`src/rtl/serial_adder.sv`:
```
// ---------------------------------------------------------------------------
// serial_adder
//   Bit-serial adder: one 1-bit full-adder cell processes the operands LSB
//   first, one bit per clock, so a WIDTH-bit add takes WIDTH RUN cycles.
//   The result, carry-out and overflow are registered and presented together
//   with a one-cycle done pulse.
//
// Optional feature (compile-time macro SERIAL_ADDER_SUB_EN):
//   When defined, a 'sub' input is added.  sub=1 computes a + ~b + 1 and
//   ignores ci, so co=1 means "no borrow".  When undefined, the port is
//   absent and the block always computes a + b + ci.
//
// Parameters
//   WIDTH  operand/result width in bits (2..64)
//
// Ports
//   clk    in   rising-edge clock
//   rst_n  in   asynchronous active-low reset
//   start  in   request a new operation (accepted in IDLE or DONE only)
//   a, b   in   operands, captured on the accepting edge
//   ci     in   carry-in, captured on the accepting edge
//   sub    in   subtract select (only with SERIAL_ADDER_SUB_EN)
//   busy   out  high in every RUN cycle
//   done   out  one-cycle result-valid pulse
//   sum    out  result, stable between done pulses
//   co     out  carry out of the MSB
//   ovf    out  two's-complement overflow
// ---------------------------------------------------------------------------
module serial_adder #(
  parameter int WIDTH = 8
) (
  input  logic             clk,
  input  logic             rst_n,
  input  logic             start,
  input  logic [WIDTH-1:0] a,
  input  logic [WIDTH-1:0] b,
  input  logic             ci,
`ifdef SERIAL_ADDER_SUB_EN
  input  logic             sub,
`endif
  output logic             busy,
  output logic             done,
  output logic [WIDTH-1:0] sum,
  output logic             co,
  output logic             ovf
);

  localparam int            CW   = (WIDTH > 1) ? $clog2(WIDTH) : 1;
  localparam logic [CW-1:0] LAST = CW'(WIDTH - 1);

  typedef enum logic [1:0] {
    IDLE = 2'd0,
    RUN  = 2'd1,
    DONE = 2'd2
  } state_t;

  state_t           state_q, state_d;
  logic [CW-1:0]    cnt_q,   cnt_d;
  logic [WIDTH-1:0] a_q,     a_d;
  logic [WIDTH-1:0] b_q,     b_d;
  logic [WIDTH-1:0] shr_q,   shr_d;
  logic [WIDTH-1:0] sum_q,   sum_d;
  logic             carry_q, carry_d;
  logic             co_q,    co_d;
  logic             ovf_q,   ovf_d;
  logic             busy_q,  busy_d;
  logic             done_q,  done_d;

  // Operand B and carry seed as they are captured: for subtraction B is
  // inverted at capture time and the carry is seeded with 1, so the serial
  // datapath itself is always a plain adder.
  logic [WIDTH-1:0] b_op;
  logic             c_seed;

  always_comb begin
`ifdef SERIAL_ADDER_SUB_EN
    b_op   = sub ? ~b : b;
    c_seed = sub ? 1'b1 : ci;
`else
    b_op   = b;
    c_seed = ci;
`endif
  end

  // Single full-adder cell on the bit selected by the counter.
  logic fa_a, fa_b, fa_s, fa_c;

  always_comb begin
    fa_a = a_q[cnt_q];
    fa_b = b_q[cnt_q];
    fa_s = fa_a ^ fa_b ^ carry_q;
    fa_c = (fa_a & fa_b) | (fa_a & carry_q) | (fa_b & carry_q);
  end

  always_comb begin
    state_d = state_q;
    cnt_d   = cnt_q;
    a_d     = a_q;
    b_d     = b_q;
    shr_d   = shr_q;
    sum_d   = sum_q;
    carry_d = carry_q;
    co_d    = co_q;
    ovf_d   = ovf_q;
    busy_d  = 1'b0;
    done_d  = 1'b0;

    unique case (state_q)
      IDLE, DONE: begin
        if (start) begin
          a_d     = a;
          b_d     = b_op;
          carry_d = c_seed;
          cnt_d   = '0;
          state_d = RUN;
          busy_d  = 1'b1;
        end else begin
          state_d = IDLE;
        end
      end

      RUN: begin
        // New bit enters at the MSB; after WIDTH shifts bit i sits at i.
        shr_d   = {fa_s, shr_q[WIDTH-1:1]};
        carry_d = fa_c;
        if (cnt_q == LAST) begin
          state_d = DONE;
          done_d  = 1'b1;
          sum_d   = {fa_s, shr_q[WIDTH-1:1]};
          co_d    = fa_c;
          // carry_q here is the carry into the MSB.
          ovf_d   = fa_c ^ carry_q;
        end else begin
          cnt_d   = cnt_q + CW'(1);
          busy_d  = 1'b1;
        end
      end

      default: begin
        state_d = IDLE;
      end
    endcase
  end

  always_ff @(posedge clk or negedge rst_n) begin
    if (!rst_n) begin
      state_q <= IDLE;
      cnt_q   <= '0;
      a_q     <= '0;
      b_q     <= '0;
      shr_q   <= '0;
      sum_q   <= '0;
      carry_q <= 1'b0;
      co_q    <= 1'b0;
      ovf_q   <= 1'b0;
      busy_q  <= 1'b0;
      done_q  <= 1'b0;
    end else begin
      state_q <= state_d;
      cnt_q   <= cnt_d;
      a_q     <= a_d;
      b_q     <= b_d;
      shr_q   <= shr_d;
      sum_q   <= sum_d;
      carry_q <= carry_d;
      co_q    <= co_d;
      ovf_q   <= ovf_d;
      busy_q  <= busy_d;
      done_q  <= done_d;
    end
  end

  assign busy = busy_q;
  assign done = done_q;
  assign sum  = sum_q;
  assign co   = co_q;
  assign ovf  = ovf_q;

endmodule

```
`config.mk`:
```
export PLATFORM = sky130hd
export DESIGN_NAME = serial_adder
export DESIGN_NICKNAME = d
export VERILOG_FILES = /design/src/rtl/serial_adder.sv
export SDC_FILE = /design/constraint.sdc
export NUM_CORES = 1
export LEC_CHECK = 0
export CORE_ASPECT_RATIO = 0.75
export CORE_MARGIN = 4
export CORE_UTILIZATION = 40
export CTS_BUF_LIST = sky130_fd_sc_hd__clkbuf_4 sky130_fd_sc_hd__clkbuf_8
export DETAILED_ROUTE_END_ITERATION = 6
export SKIP_LAST_GASP = 1
export SYNTH_ARGS = -nofsm -noshare
export SYNTH_HDL_FRONTEND = slang
export SYNTH_SLANG_ARGS = --single-unit
```
`constraint.sdc`:
```
create_clock -name clk -period 2.1 [get_ports clk]
set_input_delay 0.315 -clock clk [delete_from_list [all_inputs] [get_ports clk]]
set_output_delay 0.315 -clock clk [all_outputs]
set_load 0.05 [all_outputs]
```
==> impl_metrics.yaml, run 1 <==
status:
  outcome: "complete, no violations"
die:
  pin_count: 32
  die_h_um: 65.6
  die_area_um2: 5560
  dieWidth_um: 84.8
  row_count: 20
  core-area_um2: 4150
  start_util: 0.426
global_routing:
  grt_util_met1: 0.157
  grt_pass1_vias: 1135
  use_met2: 0.203
  antenna_found_initial: 0
  grt_start_max_net_pins: 29
  use_met3: 0.0426
  grt_pass1_wl_um: 5420
  grtUsageTotal: 0.127
  grt.busiest_layer: "met2"
  overflow: 0
layout:
  fin_nets: 174
  multiInputGateArea_um2: 688
  area_growth_pct: 27.4
  seqCellArea_um2: 1030
  n_fill_cell: 348
  design_area_um2: 2250
  n_antenna_cell: 0
  drive_above_1_share: 0.325
  final_cell_count_no_fill: 206
power:
  ir_drop_v: 0.000787
  p_int_mw: 2.40
  swShare: 0.355
  power.switching_mw: 1.32
  power_leakage_nw: 0.995
  seqPwrFrac: 0.389
  p_comb_frac: 0.450
  power_frac_clock: 0.161
  p_per_area_nw_per_um2: 1650
timing:
  slew_headroom: 0.589
  fin_crit_sh: 0.944
  clock.fmax_mhz: 505
  finalWorstSetupSlack_ps: 118
  hold_viol: 0
  clock_skew_ps: 6.41
  tightest_slew_ps: 616
  timing.hold.ws_ps: 35.5
  finalCriticalPeriod_ps: 1980
  maxSlewViolCount: 0
  setup_viol: 0
logic_synthesis:
  ys_seq_elements: 41
  synth_commonest_cells: "41 x dfrtp_1, 30 x mux2_2, 4 x mux4_1, 4 x nand2_1, 4 x o21ai_0"
  ys_seq_area_frac: 0.580
  avgSynthCellArea_um2: 15.5
  synth.area.top_cells: "dfrtp_1 58%, mux2_2 19%, mux4_1 5.9%"
  netlist_area_um2: 1770
  synth_top_cell_by_area: "dfrtp_1"
  netlist-cell-type-count: 23
  synthArstFlopShare: 1.00
  yosysMostFrequentCell: "dfrtp_1"
  syn_nets: 137
  synth_edf_count: 0
  synthCells: 114
  synth_ff_type: "dfrtp_1"
  synth_top_area_share: 0.580
  yosys_warnings: 0
worst_setup_path:
  endpoint_kind: "register"
  worstSetupStartpointType: "register"
  cp_cell_sequence: "mux4_1, mux2i_2, fa_1, o21ai_0"
  required_ps: 2310
  cp_max_fo: 7
  worstPathArrival_ps: 2190
  cpMaxStageDelayCell: "mux4_1"
  path_class: "register to register"
  slowest_delay_ps: 590
place:
  placed_cell_area_um2: 2140
  gp_congestion: 0.827
  dpl_worst_slack_ps: -3.57
  dp_hpwl_um: 2240
  portBuffers: 31
  dp_cells: 198
detailed_routing:
  vias_per_cell: 5.12
  drtIter0Drc: 51
  routed_wl_um: 3060
  dr.pass1.iters: 4
  wl_per_cell_um: 14.8
  vias: 1055
  ant_nets: 0
  drc: 0
clock_tree:
  cts_tree: "done"
  cts_num_sinks: 41
  clock_latency_ps: 290
  cts_buffers: 5
  clk_root_buffer_cell: "clkbuf_8"
  cts-htree-levels: 2
  cts_buffer_depth: 2
  clk_pin_slew_worst_paths_ps: 80
run:
  cap_violations: 0
hold_path:
  min_path_type: "primary input to async pin"
repair_timing:
item	4_1_cts	5_1_grt
hold buffers	0	0
gates resized for setup	1	3
setup buffers	0	1
setup endpoints to repair	1	2
cell usage in the layout (no fill, tap or decap):
master	n
dfrtp_1	40
mux2_2	30
clkdlybuf4s50_1	30
clkbuf_8	5
nand2_1	4
o21ai_0	4
buf_4	4
inv_1	3
mux4_1	3
nor2_1	2
nor2b_1	2
a21o_1	2
mux2i_2	2
a22o_1	2
xor2_1	2
mux2_1	2
ha_1	2
mux4_2	1
nand3b_4	1
nand2b_1	1
a211oi_1	1
a21oi_1	1
a22o_2	1
fa_1	1
bufinv_16	1
clkinv_2	1
dfrtp_2	1
buf_2	1
buf_12	1
logic make-up after synthesis:
group / count (synthesis) / synth area share
AND/OR/NAND/NOR: 10 / 0.0347
multiplexers: 38 / 0.274
AO/OA/AOI/OAI: 11 / 0.0424
XOR/XNOR: 2 / 0.00990
adder cells (fa/ha/maj): 3 / 0.0255
buffers and inverters: 9 / 0.0332
flip-flops: 41 / 0.580
cell type report:
type	instances	share of cell area
Clock buffer	5	0.0305
Clock inverter	2	0.0155
Inverter	3	0.00499
Multi-Input combinational cell	64	0.305
Sequential cell	41	0.456
Tap cell	55	0.0305
Timing Repair Buffer	36	0.158
worst max-delay path: cells and delay by family, from the launching register on:
kind	cells	cell delay [ps]
muxes	2	800
DFF	1	470
adders and majority gates	1	460
AOI/OAI and AO/OA	1	170
routing by layer:
metal	vias up	routed length, µm
met5	-	0
met4	0	56
met3	6	155
met2	25	1440
met1	539	1410
li1	485	-
power by group through the flow:
stage	clock [mW]	sequential, mW	combinational, mW
floorplan	0	1.69	0.965
global placement	0	1.46	1.60
detailed placement	0	1.46	1.63
CTS	0.622	1.45	1.64
global route	0.663	1.51	1.83
finish	0.601	1.45	1.68
path summary, 6_finish.rpt:
| kind | start | to | slack, ps | depth (start not counted) |
|---|---|---|---|---|
| hold / removal | rst_n | b_q[7]$_DFFE_PN0P_ | 40 | 1 |
| setup reg to reg | cnt_q[0]$_DFFE_PN0P_ | sum[7]$_DFFE_PN0P_ | 120 | 4 |
| min in group clk | ovf$_DFFE_PN0P_ | ovf$_DFFE_PN0P_ | 490 | 2 |
| max in group asynchronous | rst_n | a_q[0]$_DFFE_PN0P_ | 1510 | 2 |
| setup / recovery | cnt_q[0]$_DFFE_PN0P_ | sum[7]$_DFFE_PN0P_ | 120 | 4 |
| hold reg to reg | ovf$_DFFE_PN0P_ | ovf$_DFFE_PN0P_ | 490 | 2 |
through the flow:
stage | TNS, ps | power, mW | util
5_1_grt | -17.3 | 4.00 | 0.543
3_5_place_dp | -3.57 | 3.09 | 0.515
2_1_floorplan | 0 | 2.65 | -
4_1_cts | 0 | 3.71 | 0.540
6_report | 0 | 3.73 | 0.543
3_3_place_gp | 0 | 3.06 | 0.515
state kept, by name, summed over array words and instances, names as in the netlist:
name	cells
ovf	1
sum	8
done	1
shr_q	7
a_q	8
cnt_q	3
co	1
b_q	8
busy	1
state_q	2
carry_q	1
Note: power is estimated with default switching activity, not from simulation.
==> run 2, diff against run 1 <==
--- a/config.mk
+++ b/config.mk
@@ -5,6 +5,7 @@
 export SDC_FILE = /design/constraint.sdc
 export NUM_CORES = 1
 export LEC_CHECK = 0
+export CAP_MARGIN = 5
 export CORE_ASPECT_RATIO = 0.75
 export CORE_MARGIN = 4
 export CORE_UTILIZATION = 40
==> results of run 2 <==
Final layout, timing and power as in run 1 (identical DEF).
==> run 3, diff against run 2 <==
--- a/config.mk
+++ b/config.mk
@@ -9,8 +9,9 @@
 export CORE_ASPECT_RATIO = 0.75
 export CORE_MARGIN = 4
 export CORE_UTILIZATION = 40
-export CTS_BUF_LIST = sky130_fd_sc_hd__clkbuf_4 sky130_fd_sc_hd__clkbuf_8
+export CTS_BUF_LIST = sky130_fd_sc_hd__clkbuf_4
 export DETAILED_ROUTE_END_ITERATION = 6
+export RECOVER_POWER = 25
 export SKIP_LAST_GASP = 1
 export SYNTH_ARGS = -nofsm -noshare
 export SYNTH_HDL_FRONTEND = slang
==> run 3 against run 2 <==
Effect of this change:
- die area unchanged
- critical path type unchanged
- critical endpoint unchanged
- sequential share of layout area is 0.46 points higher
- power decreased by 2.9%
- clock power fell by 19%
==> impl_metrics.yaml, run 3 (synthesized netlist as in run 1, its figures left out) <==
detailed_routing:
  wl_per_cell_um: 14.9
  dr.pass1.iters: 2
  routed_wl_um: 3080
  drc: 0
  vias: 1042
  drtIter0Drc: 34
  ant_nets: 0
  vias_per_cell: 5.03
power:
  p_per_area_nw_per_um2: 1620
  power_leakage_nw: 0.984
  ir_drop_v: 0.000708
clock_tree:
  clk_root_buffer_cell: "clkbuf_4"
  cts_num_sinks: 41
  cts_tree: "done"
  clock_latency_ps: 350
  clk_pin_slew_worst_paths_ps: 130
  cts-htree-levels: 2
  cts_buffer_depth: 2
  cts_buffers: 5
worst_setup_path:
  r2r_slack_ps: 110
  worstSetupStartpointType: "register"
  cp_max_fo: 7
  r2r-start: "cnt_q[0]$_DFFE_PN0P_"
  worstPathArrival_ps: 2270
  path_class: "register to register"
  required_ps: 2380
  endpoint_kind: "register"
  worst-r2r-cell-count: 4
  r2r_end: "sum[7]$_DFFE_PN0P_"
global_routing:
  grt.busiest_layer: "met2"
  use_met3: 0.0376
  grt_util_met1: 0.157
  grt_pass1_vias: 1141
  antenna_found_initial: 0
  use_met2: 0.203
  grtUsageTotal: 0.127
  overflow: 0
  grt_pass1_wl_um: 5410
  grt_start_max_net_pins: 29
timing:
  maxSlewViolCount: 0
  setup_viol: 0
  hold_viol: 0
  clock_skew_ps: 16.6
  tightest_slew_ps: 1480
  clock.fmax_mhz: 502
  finalCriticalPeriod_ps: 1990
  slew_headroom: 0.0152
  timing.hold.ws_ps: 496
  fin_crit_sh: 0.949
hold_path:
  holdPathStages: 2
  min_path_type: "register to register"
  hold_end: "ovf$_DFFE_PN0P_"
  hold_start: "ovf$_DFFE_PN0P_"
die:
  die_area_um2: 5560
  core-area_um2: 4150
  row_count: 20
  pin_count: 32
  start_util: 0.426
  die_h_um: 65.6
  dieWidth_um: 84.8
layout:
  fin_nets: 175
  n_antenna_cell: 0
  area_growth_pct: 26.2
  n_fill_cell: 353
  design_area_um2: 2230
  multiInputGateArea_um2: 688
  layout_commonest_cell: "dfrtp_1"
  final_cell_mix: "40 x dfrtp_1, 30 x mux2_2, 30 x clkdlybuf4s50_1, 5 x clkbuf_4"
  drive_above_1_share: 0.316
  seqCellArea_um2: 1030
status:
  outcome: "complete, no violations"
place:
  portBuffers: 31
  placed_cell_area_um2: 2140
  gp_congestion: 0.827
  dp_hpwl_um: 2240
run:
  cap_violations: 0
==> run 3: changes by cell type in the layout (fill, tap and decap cells not counted), sizes merged <==
cell,previous run,this run
buf,6,5
clkbuf,5,6
dlygate4sd3,0,1
==> run 3: what timing repair did <==
item / in CTS / in global routing
gates cloned: 0 / 0
hold buffers: 1 / 0
gates resized for setup: 1 / 3
hold endpoints to repair: 26 / 0
endpoints found under the setup margin: 2 / 2
setup buffers: 0 / 1
==> run 3: worst max path at each step <==
stage / start / end / slack, ps / cells past startpoint
floorplan: cnt_q[0]$_DFFE_PN0P_ / shr_q[7]$_DFFE_PN0P_ / 250 / 5
global placement: cnt_q[0]$_DFFE_PN0P_ / sum[7]$_DFFE_PN0P_ / 130 / 4
CTS: cnt_q[0]$_DFFE_PN0P_ / sum[7]$_DFFE_PN0P_ / 50 / 4
detailed placement: cnt_q[0]$_DFFE_PN0P_ / sum[7]$_DFFE_PN0P_ / -4 / 4
finish: cnt_q[0]$_DFFE_PN0P_ / sum[7]$_DFFE_PN0P_ / 110 / 4
global route: cnt_q[0]$_DFFE_PN0P_ / shr_q[7]$_DFFE_PN0P_ / -40 / 4
==> run 3: critical path: stages, from the launching register on <==
cell	delay, ps
dfrtp_2	490
mux4_1	590
mux2i_2	210
fa_1	460
o21ai_0	170
==> run 3: final cells by class <==
| cell class | count | area share |
|---|---|---|
| Clock buffer | 5 | 0.0168 |
| Clock inverter | 2 | 0.0157 |
| Inverter | 3 | 0.00504 |
| Multi-Input combinational cell | 64 | 0.308 |
| Sequential cell | 41 | 0.460 |
| Tap cell | 55 | 0.0308 |
| Timing Repair Buffer | 37 | 0.163 |
==> run 3: layer usage <==
layer	share of wire	wire length (µm)
met4	0.020	63
met2	0.47	1440
met1	0.46	1430
met3	0.046	142
met5	0	0
==> run 3: metrics by stage <==
step,cells,setup slack (ps),TNS (ps),utilization,power (mW)
final,207,108,0,0.537,3.62
after global routing,207,-36.2,-36.2,0.537,3.89
after CTS,206,54.7,0,0.535,3.60
after detailed placement,198,-3.57,-3.57,0.515,3.09
after global placement,198,130,0,0.515,3.06
after floorplan,114,247,0,-,2.65
==> run 3: where the power goes <==
| part | switching [mW] | leakage (nW) | internal (mW) |
|---|---|---|---|
| clock | 0.246 | 0.0410 | 0.243 |
| sequential | 0.275 | 0.495 | 1.17 |
| combinational | 0.798 | 0.447 | 0.884 |
| total | 1.32 | 0.984 | 2.30 |
==> RTL edit 1, RTL diff (settings of run 3) <==
`a_q` no longer has a reset.
--- a/src/rtl/serial_adder.sv
+++ b/src/rtl/serial_adder.sv
@@ -147,5 +147,4 @@
       state_q <= IDLE;
       cnt_q   <= '0;
-      a_q     <= '0;
       b_q     <= '0;
       shr_q   <= '0;
@@ -159,5 +158,4 @@
       state_q <= state_d;
       cnt_q   <= cnt_d;
-      a_q     <= a_d;
       b_q     <= b_d;
       shr_q   <= shr_d;
@@ -171,4 +169,8 @@
   end
 
+  always_ff @(posedge clk) begin
+    a_q <= a_d;
+  end
+
   assign busy = busy_q;
   assign done = done_q;
Formal check against the unedited RTL: same outputs for any inputs over 10 cycles, from zero or initial values and one cycle with rst_n low; that may be too few to reach the edited logic, so the function may still have changed.
==> RTL edit 1 against run 3 <==
  * Maximum frequency rose by 0.45%
  * Wire length fell by 8.2%
  * Largest cell class unchanged
  * Sequential cell count did not move
  * Clock power fell by 19%
  * Global-route usage fell by 1.1 points
  * Setup slack improved by 0.0089 ns
  * Final area fell by 3.5%
  * Sequential share of layout area rose by 3.5 points
  * Total power fell by 9.0%
  * Cell count fell by 4.3%
  * Via count fell by 7.5%
  * First-iteration DRC count rose by 47%
  * Largest power group unchanged
  * Area after synthesis fell by 3.6%
==> RTL edit 1: results (changes against run 3) <==
drt_iter0_markers: 50  # was 34
switching_share_pct: 37.1  # was 36.5%
multi_input_area_um2: 598  # was 688 µm²
grt_pass1_wl_mm: 4.84  # was 5.41 mm
dr_total_vias: 964  # was 1042
grt_use_total_pct: 11.7  # was 12.7%
clock_skew_ns: 0.00747  # was 0.0166 ns
worst_slew_pin_slew_ns: 0.795  # was 1.48 ns
synthCells: 105  # was 114
finalWirelength_mm: 2.83  # was 3.08 mm
grt_max_degree: 34  # was 29
p_comb_mw: 1.52  # was 1.68 mW
clk_latency_ns: 0.33  # was 0.35 ns
grt_use_met3_pct: 4.32  # was 3.76%
whs_endpoint: "co"  # was ovf
synthArstFlopShare_pct: 80.5  # was 100%
buf_share_pct: 16.3  # about the same
gp_congestion: 0.775  # was 0.827
synth_common_cells: "dfrtp_1, mux2_2, edfxtp_1"  # was dfrtp_1, mux2_2, mux4_1, nand2_1, o21ai_0
use_met1_pct: 14.2  # was 15.7%
n_all_buffers: 35  # was 37
route.met3.wl_um: 192  # was 142 µm
synth_nets: 128  # was 137
status: "complete, no violations"  # unchanged
ir_worst_vdd_uv: 559  # was 708 µV
final_layout_size_suffix_gt1_share_pct: 28.0  # was 31.6%
dp_hpwl_mm: 2.02  # was 2.24 mm
placedCellCount: 189  # was 198
num-fill-cells: 358  # was 353
synth_edf_count: 8  # was 0
first_pass_iters: 4  # was 2
min_from: "co"  # was ovf
cp_data_arrival_time_ns: 2.25  # was 2.27 ns
n_clock_buffer: 7  # was 5
yosysSeqAreaShare_pct: 62.5  # was 58.0%
## RTL edit 1: timing repair
item                       4_1_cts  5_1_grt
pin swaps                        0        0
setup buffers                    0        1
gates resized for setup          1        2
hold endpoints to repair         0        0
setup endpoints to repair        2        2
## RTL edit 1: cells by family (layout without fill, tap and decap cells)
logic type / count (synthesis) / count (layout) / share of synthesized area (%)
buffers and inverters: 8 / 46 / 2.64
adders and majority gates: 3 / 3 / 2.64
muxes: 30 / 30 / 23.2
DFF: 41 / 41 / 62.5
xor gates and xnor gates: 2 / 2 / 1.03
AOI/OAI and AO/OA: 11 / 11 / 4.40
and+or+nand+nor: 10 / 10 / 3.60
## RTL edit 1: critical path, cell delays in order (launching register included)
cell     delay, ns
dfrtp_2       0.48
mux4_1        0.60
mux2i_2       0.21
fa_1          0.46
o21ai_0       0.16
==> RTL edit 2, RTL diff (config.mk and constraints of run 3) <==
Without the edit above. Build with the macro `SERIAL_ADDER_SUB_EN` defined.
--- a/src/rtl/serial_adder.sv
+++ b/src/rtl/serial_adder.sv
@@ -27,4 +27,6 @@
 //   ovf    out  two's-complement overflow
 // ---------------------------------------------------------------------------
+`define SERIAL_ADDER_SUB_EN
+
 module serial_adder #(
   parameter int WIDTH = 8
Interface: changed (added sub); port bits go from 32 to 33. No check against the original RTL was run, so the function may have changed too.
==> RTL edit 2 against run 3 <==
  * Wire length is 0.52% lower
  * Setup slack better by 0.042 ns
  * Worst hold slack worse by 0.38 ns
  * Cell count up 7.2%
  * Final area is 1.6% lower
  * Sequential power fell by 3%
  * Sequential cell count did not move
  * Utilization fell by 0.87 points
  * Via count up 3.0%
  * Total power is 6.3% lower
  * Synthesized cell count is 15% higher
  * Area after synthesis increased by 0.35%
  * Largest power group unchanged
==> RTL edit 2: results (changes against run 3) <==
num-fill-cells: 379  # was 353
synth_common_cells: "dfrtp_1, mux2_2, nand2_1"  # was dfrtp_1, mux2_2, mux4_1, nand2_1, o21ai_0
grt_use_total_pct: 12.6  # was 12.7%
yosys-top-cells-area: "dfrtp_1, mux2_2, mux4_1"  # unchanged
cts_root_buf: "clkbuf_4"  # unchanged
clock_path_buffers: 2  # unchanged
drt_iter0_markers: 31  # was 34
status: "complete, no violations"  # unchanged
path_max_fanout: 7  # unchanged
finalWirelength_mm: 3.07  # was 3.08 mm
met2_usage_pct: 19.8  # was 20.3%
yosysSeqAreaShare_pct: 57.8  # was 58.0%
gp_congestion: 0.739  # was 0.827
ir_worst_vdd_uv: 633  # was 708 µV
yosys_warnings: 0  # unchanged
dp_hpwl_mm: 2.31  # was 2.24 mm
grt_max_degree: 42  # was 29
hold_ws_ns: 0.113  # was 0.496 ns
htree_num_levels: 2  # unchanged
final_layout_size_suffix_gt1_share_pct: 21.6  # was 31.6%
dr_total_vias: 1073  # was 1042
antenna_cells: 0  # unchanged
cp_data_arrival_time_ns: 2.22  # was 2.27 ns
clock_skew_ns: 0.0127  # was 0.0166 ns
synth_flop_cell: "dfrtp_1"  # unchanged
use_met1_pct: 16.8  # was 15.7%
synth_nets: 155  # was 137
synthArstFlopShare_pct: 100  # unchanged
max-slew-margin-rel_pct: 33.5  # was 1.52%
p_sw_mw: 1.32  # about the same
first_pass_iters: 4  # was 2
portBuffers: 32  # was 31
path_clk_slew_ns: 0.12
r2r_slack_ns: 0.15  # was 0.11 ns
leakagePower_nw: 0.978  # was 0.984 nW
hold_path_class: "input pin to async pin"  # was flip-flop to flip-flop
fin_nets: 190  # was 175
grt_pass1_wl_mm: 5.48  # was 5.41 mm
ys_types: 20  # was 23
-- RTL edit 2: cell types whose count changed in the layout (fill, tap and decap cells not counted), moves of 2 or more --
cell / delta
nand2_1: +13
a21o_1: -2
a22o_1: -2
mux2i_1: +4
mux2_2: -8
o21ai_0: +12
xnor2_1: +8
nor2b_1: -2
mux2i_2: -2
mux2_1: -2
-- RTL edit 2: worst paths after layout --
check,start,endpoint,cells after the start
min,rst_n,sum[7],1
min in group clk,b_q[3],b_q[3],2
max,cnt_q[0],shr_q[7],4
max in group asynchronous,rst_n,cnt_q[0],1
max reg2reg,cnt_q[0],shr_q[7],4
min reg2reg,b_q[3],b_q[3],2
-- RTL edit 2: through the flow --
stage	util (%)	cell area [µm²]	std cells	worst slack, ns	total power, mW
6_report	52.9	2200	222	0.149	3.39
5_1_grt	52.9	2200	222	0.0238	3.68
4_1_cts	52.8	2190	222	0.0528	3.44
3_5_place_dp	51.5	2140	214	0.0787	3.05
3_3_place_gp	51.5	2140	214	0.137	2.97
2_1_floorplan	-	1780	131	0.252	2.57
-- RTL edit 2: timing repair --
| action | CTS | global route |
|---|---|---|
| hold endpoints to repair | 0 | 0 |
| setup endpoints to repair | 0 | 2 |
| gates resized for setup | 0 | 1 |
| buffers inserted | 0 | 0 |
-- RTL edit 2: cells by family (layout without fill, tap and decap cells) --
group                      Yosys count  in the layout  synth area share (%)
DFF                                 41             41                  57.8
adders and majority gates            3              3                  2.54
AOI/OAI and AO/OA                   16             16                  4.51
xor gates and xnor gates             9              9                  4.44
muxes                               30             30                  22.1
and+or+nand+nor                     22             22                  5.57
buffers and inverters               10             46                  3.03
-- RTL edit 2: metal layers --
layer,part of all wire [%],vias to the layer above
met5,0,-
met4,1.5,0
met3,4.9,6
met2,47,24
met1,46,522
li1,-,521
-- RTL edit 2: power groups by stage --
stage / clock network, mW / registers, mW / logic, mW
final: 0.388 / 1.41 / 1.59
after global routing: 0.446 / 1.48 / 1.76
after CTS: 0.407 / 1.42 / 1.62
after detailed placement: 0 / 1.44 / 1.61
after global placement: 0 / 1.42 / 1.55
after floorplan: 0 / 1.71 / 0.864
-- RTL edit 2: critical path, stage by stage (launching register included) --
cell and delay [ns]:
dfrtp_2 0.47, mux4_1 0.58, mux2i_1 0.20, fa_1 0.46, o21ai_0 0.16
-- RTL edit 2: area by class of cell --
| cell class | count | area (µm²) | share of cell area, % |
|---|---|---|---|
| Clock buffer | 6 | 45.0 | 2.05 |
| Timing Repair Buffer | 35 | 338 | 15.4 |
| Multi-Input combinational cell | 80 | 696 | 31.7 |
| Sequential cell | 41 | 1030 | 46.8 |
| Tap cell | 55 | 68.8 | 3.13 |
| Inverter | 3 | 11.3 | 0.513 |
| Clock inverter | 2 | 10.0 | 0.456 |
